<file path="src/rtl/pipe_stage_skid_pkg.sv">
// Shared definitions for the skid-buffered pipeline stage register.
// State encoding and the default NOP payload reused by every stage instance.
package pipe_stage_skid_pkg;

    typedef enum logic [1:0] {
        ST_EMPTY = 2'd0,
        ST_ONE   = 2'd1,
        ST_TWO   = 2'd2
    } state_e;

    localparam int DEFAULT_DATA_W = 96;

    // All-zero word decodes as a NOP in every stage payload layout.
    localparam logic [DEFAULT_DATA_W-1:0] NOP_WORD = '0;

endpackage

</file>
<file path="src/rtl/pipe_stage_skid_if.sv">
// Valid/ready payload channel between two pipeline stages.
// The producer side uses master, the consumer side uses slave.
interface pipe_stage_skid_if #(
    parameter int DATA_W = 96
) ();
    logic              valid;
    logic              ready;
    logic [DATA_W-1:0] data;

    modport master (output valid, output data, input ready);
    modport slave  (input valid, input data, output ready);
endinterface

</file>
<file path="src/rtl/pipe_stage_skid.sv">
// Pipeline inter-stage register with a 2-entry skid buffer, flush-to-bubble
// and a saturating stall counter; in_ready comes straight from state flops.
module pipe_stage_skid
    import pipe_stage_skid_pkg::*;
#(
    parameter int                DATA_W = DEFAULT_DATA_W,
    parameter logic [DATA_W-1:0] BUBBLE = DATA_W'(NOP_WORD),
    parameter int                CNT_W  = 16
) (
    input  logic                 i_clk,
    input  logic                 i_reset,
    input  logic                 i_flush,
    pipe_stage_skid_if.slave     s_up,
    pipe_stage_skid_if.master    m_dn,
    output logic [CNT_W-1:0]     o_stall_cnt
);

    state_e            r_state;
    state_e            w_state_nxt;
    logic [DATA_W-1:0] r_main;
    logic [DATA_W-1:0] r_skid;
    logic [DATA_W-1:0] w_main_nxt;
    logic [DATA_W-1:0] w_skid_nxt;
    logic [CNT_W-1:0]  r_stall_cnt;
    logic              w_in_ready;
    logic              w_out_valid;
    logic              w_in_fire;
    logic              w_out_fire;

    assign w_in_ready  = (r_state != ST_TWO);
    assign w_out_valid = (r_state != ST_EMPTY);
    assign w_in_fire   = s_up.valid & w_in_ready;
    assign w_out_fire  = w_out_valid & m_dn.ready;

    assign s_up.ready  = w_in_ready;
    assign m_dn.valid  = w_out_valid;
    assign m_dn.data   = r_main;
    assign o_stall_cnt = r_stall_cnt;

    always_ff @(posedge i_clk) begin
        if (!i_reset) begin
            r_state <= ST_EMPTY;
            r_main  <= BUBBLE;
            r_skid  <= BUBBLE;
        end else begin
            r_state <= w_state_nxt;
            r_main  <= w_main_nxt;
            r_skid  <= w_skid_nxt;
        end
    end

    // Flush discards whatever is offered upstream in the same cycle.
    always_comb begin
        w_state_nxt = r_state;
        w_main_nxt  = r_main;
        w_skid_nxt  = r_skid;
        if (i_flush) begin
            w_state_nxt = ST_EMPTY;
            w_main_nxt  = BUBBLE;
            w_skid_nxt  = BUBBLE;
        end else begin
            case (r_state)
                ST_EMPTY: begin
                    if (w_in_fire) begin
                        w_state_nxt = ST_ONE;
                        w_main_nxt  = s_up.data;
                    end
                end
                ST_ONE: begin
                    if (w_in_fire && w_out_fire) begin
                        w_main_nxt  = s_up.data;
                    end else if (w_in_fire) begin
                        w_state_nxt = ST_TWO;
                        w_skid_nxt  = s_up.data;
                    end else if (w_out_fire) begin
                        w_state_nxt = ST_EMPTY;
                        w_main_nxt  = BUBBLE;
                    end
                end
                ST_TWO: begin
                    if (w_out_fire) begin
                        w_state_nxt = ST_ONE;
                        w_main_nxt  = r_skid;
                        w_skid_nxt  = BUBBLE;
                    end
                end
                default: begin
                    w_state_nxt = ST_EMPTY;
                    w_main_nxt  = BUBBLE;
                    w_skid_nxt  = BUBBLE;
                end
            endcase
        end
    end

    always_ff @(posedge i_clk) begin
        if (!i_reset) begin
            r_stall_cnt <= '0;
        end else if (w_out_valid && !m_dn.ready && (r_stall_cnt != {CNT_W{1'b1}})) begin
            r_stall_cnt <= r_stall_cnt + 1'b1;
        end
    end

    // A flush withdraws the upstream offer, so the hold rule restarts after it.
    a_up_stable: assert property (@(posedge i_clk) disable iff (!i_reset)
        (s_up.valid && !s_up.ready && !i_flush) |=> (s_up.valid && $stable(s_up.data)));

endmodule

</file>
<file path="src/flat_wrapper.sv">
// flat-port wrapper written by rule: the top's interface ports become plain ports
module pipe_stage_skid_flat import pipe_stage_skid_pkg::*;
#(
    parameter int                DATA_W = DEFAULT_DATA_W,
    parameter logic [DATA_W-1:0] BUBBLE = DATA_W'(NOP_WORD),
    parameter int                CNT_W  = 16
)
  (i_clk, i_reset, i_flush, o_stall_cnt, s_up_valid, s_up_data, s_up_ready, m_dn_valid, m_dn_data, m_dn_ready);
  pipe_stage_skid_if #(.DATA_W(DATA_W)) s_up_i ();
  pipe_stage_skid_if #(.DATA_W(DATA_W)) m_dn_i ();
  input  logic i_clk;
  input  logic i_reset;
  input  logic i_flush;
  output logic [CNT_W-1:0] o_stall_cnt;
  input wire logic [$bits(s_up_i.valid)-1:0] s_up_valid;
  input wire logic [$bits(s_up_i.data)-1:0] s_up_data;
  output wire logic [$bits(s_up_i.ready)-1:0] s_up_ready;
  output wire logic [$bits(m_dn_i.valid)-1:0] m_dn_valid;
  output wire logic [$bits(m_dn_i.data)-1:0] m_dn_data;
  input wire logic [$bits(m_dn_i.ready)-1:0] m_dn_ready;
  assign s_up_i.valid = s_up_valid;
  assign s_up_i.data = s_up_data;
  assign s_up_ready = s_up_i.ready;
  assign m_dn_valid = m_dn_i.valid;
  assign m_dn_data = m_dn_i.data;
  assign m_dn_i.ready = m_dn_ready;
  pipe_stage_skid #(.DATA_W(DATA_W), .BUBBLE(BUBBLE), .CNT_W(CNT_W)) u_core (.i_clk(i_clk), .i_reset(i_reset), .i_flush(i_flush), .s_up(s_up_i), .m_dn(m_dn_i), .o_stall_cnt(o_stall_cnt));
endmodule
</file>
<file path="config.mk">
export PLATFORM = sky130hd
export DESIGN_NAME = pipe_stage_skid_flat
export DESIGN_NICKNAME = d
export VERILOG_FILES = /design/src/rtl/pipe_stage_skid_pkg.sv /design/src/rtl/pipe_stage_skid_if.sv /design/src/rtl/pipe_stage_skid.sv /design/src/flat_wrapper.sv
export SDC_FILE = /design/constraint.sdc
export NUM_CORES = 1
export LEC_CHECK = 0
export CAP_MARGIN = 20
export CORE_MARGIN = 5
export CORE_UTILIZATION = 30
export CTS_BUF_LIST = sky130_fd_sc_hd__clkbuf_8
export DETAILED_ROUTE_END_ITERATION = 8
export SLEW_MARGIN = 10
export SYNTH_ARGS = -nofsm -noshare
export SYNTH_HDL_FRONTEND = slang
export SYNTH_SLANG_ARGS = --single-unit
</file>
<file path="constraint.sdc">
create_clock -name i_clk -period 1.64 [get_ports i_clk]
set_input_delay 0.492 -clock i_clk [delete_from_list [all_inputs] [get_ports i_clk]]
set_output_delay 0.492 -clock i_clk [all_outputs]
set_load 0.02 [all_outputs]
</file>
==> impl_metrics.prom <==
# TYPE chip_impl_metric gauge
chip_impl_info{name="run_status",value="complete, but fails checks"} 1
chip_impl_info{name="violations",value="setup timing"} 1
chip_impl_metric{name="detailedRoute.firstPassIterationCount",unit=""} 5
chip_impl_metric{name="synth.mux.area_fraction",unit="%"} 10.8
chip_impl_metric{name="gp_congestion",unit=""} 0.804
chip_impl_metric{name="dp_hpwl",unit="um"} 19600
chip_impl_info{name="cts_tree",value="done"} 1
chip_impl_metric{name="final.period_utilization",unit="%"} 109
chip_impl_metric{name="wirelength",unit="um"} 33900
chip_impl_metric{name="final_antenna_net_count",unit=""} 0
chip_impl_metric{name="vias_in_the_first_global_route",unit=""} 8681
chip_impl_metric{name="arrival",unit="ns"} 1.30
chip_impl_metric{name="drive_above_1_share",unit="%"} 35.7
chip_impl_metric{name="ctsLongestPathBuffers",unit=""} 3
chip_impl_metric{name="worstRegToRegCells",unit=""} 7
chip_impl_metric{name="grt_pass1_wl",unit="um"} 47100
chip_impl_metric{name="reg2reg_setup_slack",unit="ns"} -0.12
chip_impl_metric{name="total_power_density_per_cell_area",unit="nW/um^2"} 833
chip_impl_info{name="layout.cells.most_common",value="dfxtp_1"} 1
chip_impl_metric{name="holdBufCountCts",unit=""} 0
chip_impl_info{name="timing.rr.end",value="u_core.m_dn.data[59]$_SDFFE_PP0P_"} 1
chip_impl_metric{name="clock_latency",unit="ns"} 0.52
chip_impl_metric{name="synth-seq-area-share",unit="%"} 46.0
chip_impl_metric{name="clock-skew-final",unit="ns"} 0.00721
chip_impl_metric{name="syn_avg_cell_area",unit="um^2"} 8.98
chip_impl_metric{name="worst_ep_required_time",unit="ns"} 1.15
chip_impl_metric{name="rows",unit=""} 64
chip_impl_metric{name="timing.max_cap.violations",unit=""} 0
chip_impl_metric{name="grt_max_degree",unit=""} 51
chip_impl_metric{name="ys_ff_latch",unit=""} 210
chip_impl_metric{name="grt.total_usage",unit="%"} 17.2
chip_impl_metric{name="synth_cell_types",unit=""} 42
chip_impl_metric{name="avgRoutedWirePerCell",unit="um"} 19.3
chip_impl_metric{name="routed_via_density",unit=""} 4.96
chip_impl_metric{name="synth_enable_flop_cells",unit=""} 0
chip_impl_metric{name="initial_utilization",unit="%"} 30.1
chip_impl_metric{name="io_buffer_count",unit=""} 214
chip_impl_info{name="cp_startpoint",value="u_core.r_state[1]$_SDFFE_PP0P_"} 1
chip_impl_metric{name="die_height",unit="um"} 185
chip_impl_metric{name="timing_worst_slew_pin_value",unit="ns"} 0.341
chip_impl_metric{name="synth_xor_xnor_area_share",unit="%"} 0.192
chip_impl_info{name="worst_setup_path_start_kind",value="register"} 1
chip_impl_metric{name="areaGrowthSynthToFinish",unit="%"} 60.3
chip_impl_metric{name="period_minus_slack",unit="ns"} 1.79
chip_impl_metric{name="cts_max_level",unit=""} 2
chip_impl_metric{name="design.core.area",unit="um^2"} 30300
chip_impl_metric{name="clock_sinks",unit=""} 210
chip_impl_metric{name="stdcell_area",unit="um^2"} 14700
chip_impl_metric{name="dpl-instance-area",unit="um^2"} 12500
chip_impl_metric{name="drt_iter0_markers",unit=""} 626
chip_impl_metric{name="synthCells",unit=""} 1018
chip_impl_metric{name="design.final.nets",unit=""} 1441
chip_impl_info{name="timing.setup.critical_path_class",value="reg2out"} 1
chip_impl_info{name="critPathCapture",value="s_up_ready"} 1
chip_impl_info{name="worst_r2r_startpoint",value="u_core.r_state[0]$_SDFFE_PP0P_"} 1
chip_impl_info{name="worstSetupEndpointType",value="output pin"} 1
chip_impl_metric{name="count_of_synthesis_stage_warnings_from_yosys",unit=""} 0
chip_impl_info{name="timing.hold.worst.class",value="reg2reg"} 1
chip_impl_info{name="grt_setup_unrepaired",value="true"} 1
chip_impl_metric{name="top_level_ports",unit=""} 215
chip_impl_info{name="synth_flop_cell",value="dfxtp_1"} 1
chip_impl_metric{name="synth-compound-area-share",unit="%"} 13.2
chip_impl_metric{name="timing_hold_violations_final",unit=""} 0
chip_impl_metric{name="holdWs",unit="ns"} 0.448
chip_impl_metric{name="gr_ovfl_total",unit=""} 0
chip_impl_metric{name="post_synth_and_or_nand_nor_area_fraction",unit="%"} 24.6
chip_impl_metric{name="crit_fanout",unit=""} 2
chip_impl_metric{name="synth_adder_area_share",unit="%"} 0.137
chip_impl_metric{name="final_max_slew_viol_count",unit=""} 0
chip_impl_metric{name="post_synth_instance_area",unit="um^2"} 9150
chip_impl_metric{name="ir_drop",unit="uV"} 564
chip_impl_metric{name="synth_fp_nets",unit=""} 1120
chip_impl_metric{name="maxClockFrequency",unit="GHz"} 0.558
chip_impl_metric{name="tritoncts.num_buffers",unit=""} 40
chip_impl_metric{name="synthArstFlopShare",unit="%"} 0
chip_impl_metric{name="grt_antenna_before_repair",unit=""} 1
chip_impl_info{name="synth_top_family_by_area",value="simple AND/OR/NAND/NOR gates"} 1
chip_impl_metric{name="timing.setup.tns",unit="ns"} -6.62
chip_impl_metric{name="power_leakage",unit="nW"} 5.84
chip_impl_metric{name="drc",unit=""} 0
chip_impl_info{name="cts_root_buf",value="clkbuf_8"} 1
chip_impl_metric{name="die_width",unit="um"} 185
chip_impl_metric{name="layout_setup_ws",unit="ns"} -0.152
chip_impl_info{name="most-common-layout-cells",value="dfxtp_1, nor2_1, and2_1, clkdlybuf4s50_1, mux2i_1"} 1
chip_impl_metric{name="worst_slew_slack_as_a_fraction_of_its_limit",unit="%"} 77.3
chip_impl_metric{name="path_clk_slew",unit="ns"} 0.06
chip_impl_metric{name="setup_viol_count_final",unit=""} 117
chip_impl_metric{name="via_count",unit=""} 8726
chip_impl_metric{name="design.die.area",unit="um^2"} 34100
## final cells by class
cell class                 instances  area (um^2)
inverter                           4         17.5
sequential                       210         4230
clock buffer                      50          688
tap                              396          495
fill                            2805        15700
antenna                            2         5.00
multi-input combinational        715         5230
timing repair buffer             368         3930
clock inverter                    16         66.3
## per-stage QoR
step	util [%]	setup slack (ns)	cells	power (mW)
after detailed placement	41.2	-0.567	1634	6.92
final	48.3	-0.152	1761	12.2
after global routing	48.3	-0.217	1760	12.8
after CTS	43.7	-0.189	1718	12.0
after floorplan	-	-0.0228	1018	6.08
after global placement	41.2	-0.552	1634	6.91
## state kept, by name, summed over array words and instances, names as in the netlist
| register | flops |
|---|---|
| u_core.m_dn.data | 96 |
| u_core.r_skid | 96 |
| u_core.o_stall_cnt | 16 |
| u_core.r_state | 2 |
## cell families after synthesis
| kind of cell | Yosys count |
|---|---|
| fa+ha+maj | 1 |
| mux | 99 |
| simple gates | 432 |
| xor+xnor | 2 |
| flops | 210 |
| compound gates | 180 |
| buf+inv | 94 |
## synth_stat cells (2+ instances only)
library cell,instances,area share (%)
nand4_1,5,0.34
and2_1,143,9.8
or3_1,8,0.55
xor2_1,2,0.19
mux2i_1,99,11
a21oi_1,60,3.3
clkbuf_1,52,2.1
nor3b_1,48,3.9
nor2_1,151,6.2
dfxtp_1,210,46
buf_4,8,0.66
nand2b_1,3,0.21
buf_6,7,0.86
inv_1,2,0.082
nand3_1,5,0.27
nand2_1,56,2.3
buf_2,23,1.3
o21ai_1,19,1.0
inv_2,2,0.082
and4_1,2,0.19
a222oi_1,49,5.4
o22a_1,2,0.19
o31ai_1,3,0.25
or4_1,3,0.25
and3_1,2,0.14
o21ai_0,37,2.0
nor2b_1,2,0.14
## power by group
part / internal, mW / total, mW / leakage (nW) / switching [mW]
clock: 2.72 / 4.92 / 0.438 / 2.20
combinational: 1.07 / 2.04 / 3.70 / 0.963
sequential: 5.20 / 5.26 / 1.71 / 0.0591
## metal layers
layer | GRT usage (%) | share of wire, % | wire [um]
met3 | 4.82 | 6.7 | 2290
met5 | 0 | 0 | 0
met4 | 6.18 | 2.2 | 745
met1 | 20.7 | 42 | 14300
met2 | 29.2 | 49 | 16600
## worst min-delay path by stage
stage | depth (start not counted) | to | start
final | 2 | u_core.m_dn.data[74]$_SDFFE_PP0P_ | u_core.m_dn.data[74]$_SDFFE_PP0P_
after global routing | 2 | u_core.m_dn.data[89]$_SDFFE_PP0P_ | u_core.m_dn.data[89]$_SDFFE_PP0P_
after CTS | 2 | u_core.m_dn.data[45]$_SDFFE_PP0P_ | u_core.m_dn.data[45]$_SDFFE_PP0P_
after detailed placement | 2 | u_core.m_dn.data[95]$_SDFFE_PP0P_ | u_core.m_dn.data[95]$_SDFFE_PP0P_
after global placement | 2 | u_core.m_dn.data[81]$_SDFFE_PP0P_ | u_core.m_dn.data[81]$_SDFFE_PP0P_
after floorplan | 2 | u_core.r_skid[10]$_SDFFE_PP0P_ | u_core.r_skid[10]$_SDFFE_PP0P_
## worst max-delay path, stage by stage, from the launching register on
cell and delay (ns):
dfxtp_2 0.34, buf_8 0.11, nor2b_4 0.16, inv_4 0.04, buf_6 0.13
## timing repair
item | 4_1_cts | 5_1_grt
endpoints found under the setup margin | 148 | 182
cloned | 5 | 21
pin swaps | 10 | 89
setup buffers | 15 | 22
hold endpoints to repair | 0 | 0
gates resized for setup | 550 | 226
No activity file was read; power rests on OpenSTA's default activity.
